--- src/rtl/myo_spi_pkg.sv ---
// Shared types and defaults for the myocontrol SPI responder.
// Holds the FSM state enum, default sizes and the index-width helper.
package myo_spi_pkg;

  localparam int DEF_WORD_WIDTH  = 16;
  localparam int DEF_FRAME_WORDS = 12;

  typedef enum logic {
    IDLE,
    SHIFT
  } state_t;

  function automatic int idx_width(input int n);
    return (n > 1) ? $clog2(n) : 1;
  endfunction

endpackage

--- src/rtl/myo_spi_responder_pin_sync.sv ---
// 2-flop synchroniser plus registered rise/fall detector for one pin.
// Ports: clk, reset_n, din (async) -> level, rise, fall (clk domain).
module spi_pin_sync #(
  parameter logic RST_VAL = 1'b0
) (
  input  logic clk,
  input  logic reset_n,
  input  logic din,
  output logic level,
  output logic rise,
  output logic fall
);

  logic s1;
  logic s2;
  logic s2_q;

  always_ff @(posedge clk) begin
    if (!reset_n) begin
      s1   <= RST_VAL;
      s2   <= RST_VAL;
      s2_q <= RST_VAL;
      rise <= 1'b0;
      fall <= 1'b0;
    end else begin
      s1   <= din;
      s2   <= s1;
      s2_q <= s2;
      rise <= s2 & ~s2_q;
      fall <= ~s2 & s2_q;
    end
  end

  assign level = s2;

endmodule

--- src/rtl/myo_spi_responder.sv ---
// SPI mode-0 responder emulating one myocontrol motor board.
// Ports: SPI pins, host status-buffer write, rx word stream, frame status.
module myo_spi_responder
  import myo_spi_pkg::*;
#(
  parameter int WORD_WIDTH  = DEF_WORD_WIDTH,
  parameter int FRAME_WORDS = DEF_FRAME_WORDS
) (
  input  logic                              clk,
  input  logic                              reset_n,
  input  logic                              ss_n,
  input  logic                              sck,
  input  logic                              mosi,
  output logic                              miso,
  output logic                              miso_oe,
  input  logic                              tx_wr_en,
  input  logic [idx_width(FRAME_WORDS)-1:0] tx_wr_addr,
  input  logic [WORD_WIDTH-1:0]             tx_wr_data,
  output logic                              rx_valid,
  output logic [WORD_WIDTH-1:0]             rx_data,
  output logic [idx_width(FRAME_WORDS)-1:0] rx_index,
  output logic                              frame_done,
  output logic                              frame_abort,
  output logic                              overrun,
  output logic                              busy
);

  localparam int IW = idx_width(FRAME_WORDS);
  localparam int CW = $clog2(WORD_WIDTH + 1);
  localparam int NW = IW + 1;
  localparam logic [CW-1:0] LAST_BIT = CW'(WORD_WIDTH - 1);
  localparam logic [NW-1:0] FW_N = NW'(FRAME_WORDS);
  localparam logic [IW-1:0] IDX_MAX = IW'(FRAME_WORDS - 1);

  logic ss_rise, ss_fall, sck_rise, sck_fall, mosi_lvl;
  logic unused_ss_lvl, unused_sck_lvl;
  logic unused_mosi_rise, unused_mosi_fall;

  spi_pin_sync #(.RST_VAL(1'b1)) u_ss (
    .clk(clk), .reset_n(reset_n), .din(ss_n),
    .level(unused_ss_lvl), .rise(ss_rise), .fall(ss_fall)
  );

  spi_pin_sync #(.RST_VAL(1'b0)) u_sck (
    .clk(clk), .reset_n(reset_n), .din(sck),
    .level(unused_sck_lvl), .rise(sck_rise), .fall(sck_fall)
  );

  spi_pin_sync #(.RST_VAL(1'b0)) u_mosi (
    .clk(clk), .reset_n(reset_n), .din(mosi),
    .level(mosi_lvl), .rise(unused_mosi_rise),
    .fall(unused_mosi_fall)
  );

  state_t state, state_next;
  logic [CW-1:0] bit_cnt, bit_next;
  logic [NW-1:0] word_cnt, word_next;
  logic [WORD_WIDTH-1:0] sh_in, sh_in_next;
  logic [WORD_WIDTH-1:0] sh_out, sh_out_next;
  logic [WORD_WIDTH-1:0] rx_data_next, next_word;
  logic [IW-1:0] rx_index_next;
  logic miso_next, oe_next, rx_valid_next;
  logic done_next, abort_next, ovr_next, snap_take;

  logic [WORD_WIDTH-1:0] shadow [FRAME_WORDS];
  logic [WORD_WIDTH-1:0] active [FRAME_WORDS];
  logic [WORD_WIDTH-1:0] snap   [FRAME_WORDS];

  // Shadow contents with this cycle's write folded in, so a write that
  // lands on the snapshot cycle is captured (write-first).
  always_comb begin
    for (int i = 0; i < FRAME_WORDS; i++) begin
      snap[i] = shadow[i];
      if (tx_wr_en && tx_wr_addr == IW'(i)) snap[i] = tx_wr_data;
    end
  end

  always_ff @(posedge clk) begin
    for (int i = 0; i < FRAME_WORDS; i++) begin
      if (!reset_n) begin
        shadow[i] <= '0;
        active[i] <= '0;
      end else begin
        shadow[i] <= snap[i];
        if (snap_take) active[i] <= snap[i];
      end
    end
  end

  always_comb begin
    next_word = '0;
    if (word_cnt < FW_N) next_word = active[word_cnt[IW-1:0]];
  end

  always_comb begin
    state_next    = state;
    bit_next      = bit_cnt;
    word_next     = word_cnt;
    sh_in_next    = sh_in;
    sh_out_next   = sh_out;
    miso_next     = miso;
    oe_next       = miso_oe;
    rx_valid_next = 1'b0;
    rx_data_next  = rx_data;
    rx_index_next = rx_index;
    done_next     = 1'b0;
    abort_next    = 1'b0;
    ovr_next      = overrun;
    snap_take     = 1'b0;
    unique case (state)
      IDLE: begin
        if (ss_fall) begin
          state_next  = SHIFT;
          snap_take   = 1'b1;
          bit_next    = '0;
          word_next   = '0;
          ovr_next    = 1'b0;
          oe_next     = 1'b1;
          sh_out_next = snap[0];
          miso_next   = snap[0][WORD_WIDTH-1];
        end
      end
      SHIFT: begin
        // ss_n rise takes priority over any sck edge in the same cycle.
        if (ss_rise) begin
          state_next = IDLE;
          done_next  = (bit_cnt == '0);
          abort_next = (bit_cnt != '0);
          oe_next    = 1'b0;
          miso_next  = 1'b0;
        end else if (sck_rise) begin
          sh_in_next = {sh_in[WORD_WIDTH-2:0], mosi_lvl};
          if (bit_cnt == LAST_BIT) begin
            bit_next      = '0;
            rx_valid_next = 1'b1;
            rx_data_next  = {sh_in[WORD_WIDTH-2:0], mosi_lvl};
            if (word_cnt >= FW_N) begin
              rx_index_next = IDX_MAX;
              ovr_next      = 1'b1;
            end else begin
              rx_index_next = word_cnt[IW-1:0];
              word_next     = word_cnt + 1'b1;
            end
          end else begin
            bit_next = bit_cnt + 1'b1;
          end
        end else if (sck_fall) begin
          // bit_cnt is 0 only right after a word completed.
          if (bit_cnt == '0) begin
            sh_out_next = next_word;
            miso_next   = next_word[WORD_WIDTH-1];
          end else begin
            sh_out_next = {sh_out[WORD_WIDTH-2:0], 1'b0};
            miso_next   = sh_out[WORD_WIDTH-2];
          end
        end
      end
      default: state_next = IDLE;
    endcase
  end

  always_ff @(posedge clk) begin
    if (!reset_n) begin
      state       <= IDLE;
      bit_cnt     <= '0;
      word_cnt    <= '0;
      sh_in       <= '0;
      sh_out      <= '0;
      miso        <= 1'b0;
      miso_oe     <= 1'b0;
      rx_valid    <= 1'b0;
      rx_data     <= '0;
      rx_index    <= '0;
      frame_done  <= 1'b0;
      frame_abort <= 1'b0;
      overrun     <= 1'b0;
    end else begin
      state       <= state_next;
      bit_cnt     <= bit_next;
      word_cnt    <= word_next;
      sh_in       <= sh_in_next;
      sh_out      <= sh_out_next;
      miso        <= miso_next;
      miso_oe     <= oe_next;
      rx_valid    <= rx_valid_next;
      rx_data     <= rx_data_next;
      rx_index    <= rx_index_next;
      frame_done  <= done_next;
      frame_abort <= abort_next;
      overrun     <= ovr_next;
    end
  end

  assign busy = (state == SHIFT);

endmodule
--- config.mk ---
export PLATFORM = sky130hd
export DESIGN_NAME = myo_spi_responder
export DESIGN_NICKNAME = d
export VERILOG_FILES = /design/src/rtl/myo_spi_pkg.sv /design/src/rtl/myo_spi_responder_pin_sync.sv /design/src/rtl/myo_spi_responder.sv
export SDC_FILE = /design/constraint.sdc
export NUM_CORES = 1
export LEC_CHECK = 0
export CAP_MARGIN = 0
export CORE_ASPECT_RATIO = 0.75
export CORE_UTILIZATION = 35
export CTS_CLUSTER_SIZE = 40
export DETAILED_ROUTE_END_ITERATION = 7
export GPL_TIMING_DRIVEN = 0
export PLACE_DENSITY_LB_ADDON = 0.2
export SYNTH_ARGS = -nofsm -noshare
export SYNTH_HDL_FRONTEND = slang
export SYNTH_SLANG_ARGS = --single-unit
--- constraint.sdc ---
create_clock -name clk -period 6.6 [get_ports clk]
set_input_delay 1.32 -clock clk [delete_from_list [all_inputs] [get_ports clk]]
set_output_delay 1.32 -clock clk [all_outputs]
set_load 0.005 [all_outputs]
==> flow_summary_export.csv <==
group,metric,value,unit
pwr,clock_power_share,44.1,%
critical_path,regToRegSetupSlack,3.92,ns
final_layout,layout.nets,1752,
clock_network,cts_buffers,46,
routing,via_per_inst,5.044,
floorplan,die_h,199.2,um
min_path,hold_path_class,"flop to flop",
timing,rsz0062_at_grt,"false",
final_layout,diodes,0,
min_path,holdCritStartpoint,"u_sck.s2_q",
timing,slew_headroom,19.81,%
clock_network,ctsHoldBuffers,0,
synth,yosysSeqAreaShare,62.10,%
synth,ys_ff_latch,467,
final_layout,drive_gt1_share,8.243,%
min_path,min_path_cells,1,
routing,vias,12190,
floorplan,core-area,0.05064,sq mm
timing,skew,0.02059,ns
timing,final-setup-viol-count,0,
final_layout,final_common_cell,"nor2_1",
synth,syn_nets,1649,
routing,dr.pass1.iters,5,
synth,syn_area,0.01815,sq mm
place,port_buffers,52,
synth,ys_warn_count,0,
status,outcome,"finished clean",
clock_network,clock-sinks,467,
clock_network,clkLatencyLatePin,0.56,ns
pwr,power,5.971,mW
critical_path,crit_type,"input pin to flop",
pwr,ir_drop,0.1735,mV
routing,postRouteAntennaNets,0,
clock_network,cts-htree-levels,2,
clock_network,cts_root_buf,"clkbuf_16",
floorplan,start_util,35.84,%
place,gp_congestion,0.8616,
clock_network,clkSlewWorstSetupHoldPaths,0.06,ns
synth,synth_edf_count,192,
synth,async_flop_share,0,%
global_routing,grt_pass1_wl,72190,um
critical_path,r2r.worst_path.cells,6,
pwr,p_seq_share,51.8,%
place,dp_hpwl,34200,um
synth,avgSynthCellArea,11.21,sq um
pwr,power_frac_comb,4.2,%
clock_network,cts_buffer_depth,3,
global_routing,grt_pass1_vias,11660,
final_layout,area_delta_synth_final,16.11,%
critical_path,endpoint_kind,"flop",
routing,wl,48010,um
run,maxCapViolCount,0,
timing,report.final.hold_viol_count,0,
pwr,p_per_area,283.3,mW/mm^2
timing,max_freq,275.1,MHz
synth,synth_ff_type,"dfxtp_1",
final_layout,final_cell_mix,"nor2_1 (414), dfxtp_1 (275), mux2i_1 (249)",
timing,timing.hold.ws,0.4173,ns
floorplan,die_area,0.05278,sq mm
timing,fin_crit_sh,55.09,%
pwr,p_switching,1.332,mW
timing,slew_violations,0,
timing,max_slew.worst_pin.slew,1.198,ns
pwr,internal_power,4.639,mW
clock_network,cts_tree,"done",
critical_path,crit_arrival,3.93,ns
routing,drc_errors,0,
min_path,min_to,"u_sck.rise",
synth,postSynthCellCount,1619,
critical_path,worstPathRequired,6.89,ns
critical_path,r2r_start,"busy",
critical_path,cp-start-kind,"input pin",
synth,synth_cell_type_count,50,
pwr,switching_share,22.31,%
critical_path,cp_max_fo,10,
floorplan,ios,53,
timing,min_period,3.636,ns
global_routing,overflow,0,
clock_network,cts_setup_buffers,0,
global_routing,track_usage,18.33,%
clock_network,cts_resized,0,
critical_path,timing.rr.end,"active[9][6]",
floorplan,fp-row-count,71,
routing,routedWlPerCell,19.87,um
global_routing,grt_start_max_net_pins,67,
pwr,p_leak,7.568,nW
floorplan,die_w,265.0,um
routing,drt_iter0_markers,921,
global_routing,antenna_found_initial,0,
## power groups by stage
stage               Sequential [mW]  Clock, mW  Combinational, mW
global route                   3.10       2.79              0.268
detailed placement             3.15          0              0.249
floorplan                      3.16          0              0.138
finish                         3.09       2.63              0.248
global placement               3.18          0              0.240
CTS                            3.09       2.68              0.249
## metal layers
layer,up-vias,part of all wire [%],global-route usage [%]
met2,287,43,27.93
met3,60,5.0,2.908
met5,-,0,0
met4,0,1.8,4.432
met1,6011,50,27.06
li1,5828,-,-
## cell usage after synthesis (7+ instances only)
master / count / area share, %
a21oi_1: 54 / 1.5
a22o_1: 13 / 0.63
and2_1: 7 / 0.24
buf_2: 26 / 0.72
clkbuf_1: 87 / 1.8
dfxtp_1: 275 / 30
edfxtp_1: 192 / 32
inv_1: 7 / 0.14
mux2_2: 30 / 1.9
mux2i_1: 249 / 14
nand2_1: 91 / 1.9
nand2b_1: 12 / 0.41
nand3_1: 9 / 0.25
nor2_1: 414 / 8.6
o211ai_1: 14 / 0.58
o21ai_0: 25 / 0.69
o21ai_1: 7 / 0.19
o22ai_1: 28 / 0.97
o31a_1: 14 / 0.68
## critical path, cell delays in order
cell and delay, ns:
clkdlybuf4s50_1 0.57, nand2b_1 0.24, nor2_1 0.91, buf_2 0.50, mux2i_1 0.29, nor2_1 0.06
## sequential cells by signal, indices dropped and copies added (netlist names), 4 cells and up, named ones only
| signal | count |
|---|---|
| bit_cnt | 5 |
| shadow | 192 |
| sh_in | 15 |
| active | 192 |
| sh_out | 15 |
| rx_data | 16 |
| rx_index | 4 |
| word_cnt | 5 |
## worst max-delay path by stage
stage | end | slack (ns) | from | cells after the start
6_report | active[6][10] | 2.96 | tx_wr_addr[0] | 6
5_1_grt | active[6][10] | 2.89 | tx_wr_addr[0] | 6
4_1_cts | active[6][10] | 3.05 | tx_wr_addr[0] | 6
3_5_place_dp | active[6][10] | 2.46 | tx_wr_addr[0] | 6
3_3_place_gp | active[10][9] | -3.14 | reset_n | 3
2_1_floorplan | active[0][0] | 0.24 | reset_n | 2
## stage by stage
| stage | util [%] | setup slack, ns | setup TNS [ns] | instance area, sq um | instances |
|---|---|---|---|---|---|
| detailed placement | 38.66 | 2.464 | 0 | 19580 | 2331 |
| finish | 41.62 | 2.964 | 0 | 21070 | 2416 |
| floorplan | - | 0.2414 | 0 | 18150 | 1619 |
| global route | 41.62 | 2.893 | 0 | 21070 | 2416 |
| global placement | 38.50 | -3.142 | -613.00 | 19490 | 2328 |
| CTS | 41.62 | 3.051 | 0 | 21070 | 2416 |
## layout make-up
type / instances / area, sq um
Clock inverter: 19 / 161.4
Tap cell: 657 / 822.0
Sequential cell: 467 / 11270
Clock buffer: 66 / 1338
Fill cell: 4886 / 29560
Inverter: 8 / 30.03
Multi-Input combinational cell: 1022 / 6351
Buffer: 122 / 505.5
Timing Repair Buffer: 55 / 595.6
## logic make-up after synthesis
family | count (synthesis) | share of synthesized area, %
fa+ha+maj | 4 | 0.2758
mux | 284 | 16.21
simple gates | 561 | 12.42
buf+inv | 130 | 2.950
flops | 467 | 62.10
xor+xnor | 2 | 0.09653
compound gates | 171 | 5.942
(Power assumes the default switching activity.)
